--- config.mk ---
export PLATFORM = sky130hd
export DESIGN_NAME = ripple_seq_ctrl
export DESIGN_NICKNAME = d
export VERILOG_FILES = /design/src/rtl/ripple_seq_ctrl.sv
export SDC_FILE = /design/constraint.sdc
export NUM_CORES = 1
export LEC_CHECK = 0
export ABC_AREA = 1
export CORE_MARGIN = 3
export CORE_UTILIZATION = 48
export DETAILED_ROUTE_END_ITERATION = 8
export GPL_TIMING_DRIVEN = 0
export PLACE_DENSITY = 0.76
export RECOVER_POWER = 100
export SETUP_SLACK_MARGIN = 0.02
export SLEW_MARGIN = 20
export SYNTH_ARGS = -nofsm -noshare
export SYNTH_HDL_FRONTEND = slang
export SYNTH_SLANG_ARGS = --single-unit
--- constraint.sdc ---
create_clock -name clk -period 1.5 [get_ports clk]
set_input_delay 0.3 -clock clk [delete_from_list [all_inputs] [get_ports clk]]
set_output_delay 0.3 -clock clk [all_outputs]
set_load 0.1 [all_outputs]
--- src/rtl/ripple_seq_ctrl.sv ---
// ripple_seq_ctrl: sequencer for an external asynchronous ripple counter.
// Keeps the counter in reset while idle, then issues one count pulse at a
// time on cnt_clk. After each pulse it waits SETTLE cycles and compares
// cnt_q with an internal shadow count. A run ends on reaching the latched
// limit, on a mismatch (sticky err), or on stop.
//
// Optional feature: define RIPPLE_SEQ_AUTO_RELOAD_EN to restart the count
// automatically after every match (done pulses once per run) until stop,
// rst or a mismatch ends the loop.
//
// Handshake: start is a level sampled only in IDLE. It is accepted on any
// clock edge where start=1 and stop=0, and it latches limit on that edge.
// While busy=1, start and limit are ignored. stop aborts any busy state on
// the next edge. done is a one-cycle pulse and err is sticky.
//
// Every output is a register, so the counter clock and reset never glitch.

module ripple_seq_ctrl #(
   parameter int WIDTH  = 4,
   parameter int SETTLE = 2
) (
   input  logic             clk,
   input  logic             rst,
   input  logic             start,
   input  logic             stop,
   input  logic [WIDTH-1:0] limit,
   input  logic [WIDTH-1:0] cnt_q,
   output logic             cnt_clk,
   output logic             cnt_rst,
   output logic             busy,
   output logic             done,
   output logic             err,
   output logic [WIDTH-1:0] count_out
);

   // Settle counter runs from 0 to SETTLE-1, so it must hold SETTLE-1.
   localparam int SW = (SETTLE > 1) ? $clog2(SETTLE) : 1;
   localparam logic [SW-1:0] SETTLE_LAST = SW'(SETTLE - 1);

`ifdef RIPPLE_SEQ_AUTO_RELOAD_EN
   typedef enum logic [2:0] {
      S_IDLE   = 3'd0,
      S_ARM    = 3'd1,
      S_PULSE  = 3'd2,
      S_SETTLE = 3'd3,
      S_CHECK  = 3'd4,
      S_RELOAD = 3'd5
   } state_t;
`else
   typedef enum logic [2:0] {
      S_IDLE   = 3'd0,
      S_ARM    = 3'd1,
      S_PULSE  = 3'd2,
      S_SETTLE = 3'd3,
      S_CHECK  = 3'd4
   } state_t;
`endif

   state_t            state;
   logic [WIDTH-1:0]  shadow;
   logic [WIDTH-1:0]  limit_q;
   logic [SW-1:0]     settle_cnt;

   // Sequencer FSM. Each output is registered from the transition it
   // accompanies, so the output value lines up with the state it belongs to.
   always_ff @(posedge clk or posedge rst) begin
      if (rst) begin
         state      <= S_IDLE;
         cnt_clk    <= 1'b0;
         cnt_rst    <= 1'b1;
         busy       <= 1'b0;
         done       <= 1'b0;
         err        <= 1'b0;
         count_out  <= '0;
         shadow     <= '0;
         limit_q    <= '0;
         settle_cnt <= '0;
      end else begin
         // The count pulse and done are single-cycle unless re-asserted below.
         cnt_clk <= 1'b0;
         done    <= 1'b0;
         if (stop && (state != S_IDLE)) begin
            // Abort: drop straight back to IDLE, counter back into reset.
            // count_out keeps the last checked value.
            state   <= S_IDLE;
            cnt_rst <= 1'b1;
            busy    <= 1'b0;
         end else begin
            case (state)
               S_IDLE: begin
                  cnt_rst <= 1'b1;
                  busy    <= 1'b0;
                  if (start && !stop) begin
                     state   <= S_ARM;
                     limit_q <= limit;
                     shadow  <= '0;
                     err     <= 1'b0;
                     cnt_rst <= 1'b0;
                     busy    <= 1'b1;
                  end
               end
               S_ARM: begin
                  // Counter has just left reset; give it a settle window
                  // before the first (zero) check.
                  state      <= S_SETTLE;
                  settle_cnt <= '0;
               end
               S_PULSE: begin
                  shadow     <= shadow + 1'b1;
                  state      <= S_SETTLE;
                  settle_cnt <= '0;
               end
               S_SETTLE: begin
                  if (settle_cnt == SETTLE_LAST) begin
                     state <= S_CHECK;
                  end else begin
                     settle_cnt <= settle_cnt + 1'b1;
                  end
               end
               S_CHECK: begin
                  count_out <= cnt_q;
                  if (cnt_q != shadow) begin
                     err     <= 1'b1;
                     state   <= S_IDLE;
                     cnt_rst <= 1'b1;
                     busy    <= 1'b0;
                  end else if (cnt_q == limit_q) begin
                     done    <= 1'b1;
                     cnt_rst <= 1'b1;
`ifdef RIPPLE_SEQ_AUTO_RELOAD_EN
                     state   <= S_RELOAD;
`else
                     state   <= S_IDLE;
                     busy    <= 1'b0;
`endif
                  end else begin
                     state   <= S_PULSE;
                     cnt_clk <= 1'b1;
                  end
               end
`ifdef RIPPLE_SEQ_AUTO_RELOAD_EN
               S_RELOAD: begin
                  // Counter held in reset for this one cycle; rerun from zero.
                  shadow  <= '0;
                  cnt_rst <= 1'b0;
                  state   <= S_ARM;
               end
`endif
               default: begin
                  state   <= S_IDLE;
                  cnt_rst <= 1'b1;
                  busy    <= 1'b0;
               end
            endcase
         end
      end
   end

endmodule
==> qor.csv, run 1 <==
metric,value,unit
routed_wl,2.09,mm
num_rows,16,
synth-edff-count,0,
p_leak,0.689,nW
worstMarginPinSlew,772,ps
setup.worst_path.start_class,flip-flop,
vias,884,
die_area,2830,um2
hpwl,1.50,mm
drc,0,
syn-num-nets,144,
io_pins,21,
ys_async_sr_fraction,1.00,
fin_crit,1440,ps
period_share,0.963,
endpoint,cnt_rst,
syn_area,1070,um2
htreeDepth,1,
finish.instance_area,1310,um2
core,2040,um2
fin_total_pwr,2.53,mW
worst_slack,55.3,ps
synth.ff_latch_count,21,
yosysSeqAreaShare,0.494,
path_clk_slew,110,ps
gp_congestion,0.767,
fill_cells,191,
utilization,0.643,
whs,484,ps
met3_usage,0.0366,
synth_largest_area_cell,dfrtp_1,
required,1200,ps
cp_slowest_stage_delay,550,ps
wl_per_cell,11.3,um
antennaDiodeCount,0,
cts_tree,done,
clock.fmax,692,MHz
rsz0062_at_grt,true,
cp_cell_sequence,buf_4,
grt-ovfl-total,0,
io_buffers,20,
power.density,1930,nW/um2
report.final.slew_viol_count,0,
critPathArrivalTime,1140,ps
synth_cells,131,
clock_latency,300,ps
synth_top_area_frac,0.469,
vdd_ir_drop_max,1.02,mV
cp_max_fo,2,
yosysMostFrequentCell,nand2_1,
relSlewSlack,0.485,
hold_class,flip-flop to flip-flop,
startpoint,cnt_rst,
outcome,"complete, no violations",
grt_use_met2,0.277,
synth_common_cells,"41 x nand2_1, 21 x inv_1, 20 x dfrtp_1, 8 x o21ai_0",
die_w,53.2,um
critical_path_buf_inv_count,1,
reg2reg_depth,6,
synth_area_leaders,"dfrtp_1 47%, nand2_1 14%, inv_1 7.4%",
clock_sinks,21,
nNetsFinal,172,
cp_top_family,flip-flops,
grt_use_total,0.173,
grt_pass1_vias,813,
syn_to_final_growth,23.0,%
endpoint_kind,output port,
skew,1.69,ps
routed_via_density,4.78,
clockBufferDepth,2,
drtAntennaViolNets,0,
grt_pass1_wl,3.49,mm
critPathKind,flip-flop to output port,
fin_cells,185,
r2r-end,err,
r2r_slack,100,ps
grt_max_degree,22,
antenna_found_initial,0,
synth_warnings,0,
numCtsBuffers,3,
cap_violations,0,
worstSetupPathDepth,1,
syn_area_per_cell,8.15,um2
busiest_layer,met2,
pre_cts_ws,-436,ps
die_h,53.2,um
setup_viol,0,
grt_use_met1,0.219,
place_inst,178,
drt_iter0_drc,20,
initial_core_util,0.523,
placed_area,1300,um2
drtPass1Iterations,4,
ys.flop_type,dfrtp_1,
critPathSlowestCell,dfstp_1,
hold_viol_final,0,
fin_setup_tns,0,ps
cts-root-buf,clkbuf_4,
layout-drive-gt1-share,0.158,
r2r_start,state[0],
synth_cell_types,22,
cells in the final DEF, fill, tap and decap left out, types with 4 or more instances in the layout:
cell type        count
nand3_1              8
nand2_1             41
clkdlybuf4s50_1     10
dfrtp_1             19
clkbuf_4             4
inv_1               21
nor2_1               7
o21a_1               4
o21ai_0              6
clkbuf_2             8
what timing repair did:
item,in CTS,in global routing
setup buffers,0,3
hold buffers,0,0
hold endpoints to repair,0,0
gates resized for setup,46,7
endpoints found under the setup margin,9,14
pin swaps,0,5
where the power goes:
| part | switching (mW) | internal [mW] | total [mW] |
|---|---|---|---|
| sequential | 0.148 | 0.766 | 0.915 |
| combinational | 1.02 | 0.332 | 1.35 |
| clock | 0.164 | 0.104 | 0.268 |
| total | 1.33 | 1.20 | 2.53 |
layer usage:
layer | share of wire | wire (um)
met4 | 0.016 | 33
met2 | 0.47 | 990
met1 | 0.46 | 953
met3 | 0.052 | 108
met5 | 0 | 0
flip-flops by register name, indices dropped and copies added (netlist names):
signal,count
busy,1
cnt_clk,1
cnt_rst,1
count_out,4
done,1
err,1
limit_q,4
settle_cnt,1
shadow,4
state,3
cell type report:
| type | count | area [um2] | share of cell area |
|---|---|---|---|
| Sequential cell | 21 | 528 | 0.402 |
| Multi-Input combinational cell | 87 | 458 | 0.349 |
| Clock buffer | 4 | 26.3 | 0.0200 |
| Tap cell | 27 | 33.8 | 0.0257 |
| Inverter | 23 | 86.3 | 0.0658 |
| Timing Repair Buffer | 23 | 180 | 0.137 |
cell families after synthesis:
| group | after synthesis | share of synthesized area |
|---|---|---|
| fa+ha+maj | 1 | 0.0117 |
| simple gates | 65 | 0.272 |
| compound gates | 16 | 0.101 |
| xor+xnor | 5 | 0.0410 |
| buf+inv | 23 | 0.0809 |
| flops | 21 | 0.494 |
worst min path at each step:
stage	start	endpoint	slack, ps	cells past startpoint
after floorplan	rst	busy	280	1
after global placement	cnt_rst	cnt_rst	450	2
after detailed placement	busy	busy	460	2
after CTS	rst	limit_q[0]	460	2
after global routing	busy	busy	500	2
final	busy	busy	480	2
Note: power is estimated with default switching activity, not from simulation.
==> run 2: changes to the inputs <==
- CORE_MARGIN: 3 -> 5
==> qor.csv, run 2 (synthesis results as in run 1) <==
metric,value,unit,change
outcome,"complete, no violations",,
routed_via_density,4.82,,+0.83%
skew,2.54,ps,+0.850 ps
core,2170,um2,+6.2%
gp_congestion,0.787,,+2.6%
fin_cells,187,,+1.1%
drt_iter0_drc,22,,+10%
rsz0062_at_grt,false,,
layout-drive-gt1-share,0.170,,+0.0116
required,1200,ps,about the same
hpwl,1.57,mm,+4.7%
critPathSlowestCell,buf_2,,
clock_latency,300,ps,about the same
fin_crit,1410,ps,-32.1 ps
die_w,57.2,um,+7.5%
grt-ovfl-total,0,,unchanged
setup.worst_path.start_class,flip-flop,,
power_frac_seq,0.361,,about the same
cp_max_fo,2,,unchanged
whs,475,ps,-9.12 ps
syn_to_final_growth,23.9,%,
grt_max_degree,22,,unchanged
hold_class,flip-flop to flip-flop,,
grt_pass1_wl,3.51,mm,+0.40%
die_area,3270,um2,+16%
p_leak,0.695,nW,+0.87%
numCtsBuffers,3,,unchanged
path_clk_slew,110,ps,about the same
cp_top_family,buffers and inverters,,
cts_tree,done,,
setup_viol,0,,unchanged
cp_slowest_stage_delay,430,ps,-120 ps
cap_violations,0,,unchanged
critPathKind,flip-flop to output port,,
switching_share,0.523,,-0.00181
relSlewSlack,0.479,,-0.00537
power.density,1930,nW/um2,+0.11%
clock.fmax,708,MHz,+2.3%
grt_pass1_vias,787,,-3.2%
endpoint_kind,output port,,
vias,901,,+1.9%
p_sw,1.33,mW,+0.52%
nNetsFinal,173,,+0.58%
report.final.slew_viol_count,0,,unchanged
cts-root-buf,clkbuf_4,,
wl_per_cell,11.4,um,+1.1%
critical_path_buf_inv_count,1,,unchanged
die_h,57.2,um,+7.5%
hp-start,cnt_rst,,
vdd_ir_drop_max,0.903,mV,-11%
top_regs,"count_out (4), limit_q (4), shadow (4)",,
io_pins,21,,unchanged
clockBufferDepth,2,,unchanged
critPathArrivalTime,1110,ps,-30 ps
fin_setup_tns,0,ps,unchanged
final_common_cell,nand2_1,,
drtAntennaViolNets,0,,unchanged
drc,0,,unchanged
grt_use_total,0.135,,-0.0389
routed_wl,2.13,mm,+2.2%
internal-power,1.22,mW,+1.3%
htreeDepth,1,,unchanged
fill_cells,215,,+13%
clock_sinks,21,,unchanged
num_rows,17,,+1
hold_viol_final,0,,unchanged
antenna_found_initial,0,,unchanged
combPwrFrac,0.533,,about the same
r2r_start,state[0],,
place_inst,179,,+0.56%
worstMarginPinSlew,780,ps,+8.05 ps
startpoint,count_out[3],,
initial_core_util,0.492,,-0.0307
period_share,0.942,,-0.0214
drtPass1Iterations,4,,unchanged
io_buffers,20,,unchanged
cp_cell_sequence,buf_2,,
fin_total_pwr,2.55,mW,+0.87%
most-common-layout-cells,"42 x nand2_1, 21 x inv_1, 19 x dfrtp_1, 10 x clkdlybuf4s50_1, 8 x nand3_1",,
antennaDiodeCount,0,,unchanged
p_clk_frac,0.106,,about the same
-- run 2: area by class of cell --
class | count | area [um2] | area share
clock inverters | 1 | 5.00 | 0.00378
repair buffers | 24 | 189 | 0.143
flip-flops and latches | 21 | 528 | 0.399
inverters | 23 | 86.3 | 0.0653
multi-input cells | 87 | 457 | 0.345
well taps | 28 | 35.0 | 0.0265
clock buffers | 3 | 22.5 | 0.0170
-- run 2: layer usage --
| metal | routed length [um] | track usage |
|---|---|---|
| met3 | 89 | 0.0226 |
| met1 | 924 | 0.170 |
| met5 | 0 | 0 |
| met2 | 1070 | 0.225 |
| met4 | 42 | 0.0596 |
-- run 2: repair_timing --
| action | in CTS | in global routing |
|---|---|---|
| hold buffers | 0 | 0 |
| gates resized for setup | 45 | 6 |
| setup endpoints to repair | 9 | 11 |
| buffers inserted | 0 | 4 |
| pin swaps | 0 | 3 |
-- run 2: worst paths after layout --
check / depth (start not counted) / to / slack (ps)
min in group asynchronous: 2 / limit_q[1] / 570
max: 1 / count_out[3] / 90
min: 2 / cnt_rst / 480
max reg2reg: 6 / count_out[1] / 120
max in group asynchronous: 2 / state[0] / 400
min reg2reg: 2 / cnt_rst / 480
-- run 2: power by group through the flow --
stage,registers (mW),logic (mW),clock network (mW)
2_1_floorplan,1.49,0.504,0
3_3_place_gp,0.904,1.37,0
3_5_place_dp,0.921,1.39,0
4_1_cts,0.905,1.33,0.273
5_1_grt,0.952,1.47,0.318
6_report,0.922,1.36,0.270
-- run 2: per-stage QoR --
stage,setup slack (ps),util,cell area [um2]
3_5_place_dp,-439,0.600,1300
2_1_floorplan,209,-,1070
5_1_grt,17.0,0.610,1320
4_1_cts,21.0,0.596,1290
6_report,87.4,0.610,1320
3_3_place_gp,-437,0.600,1300
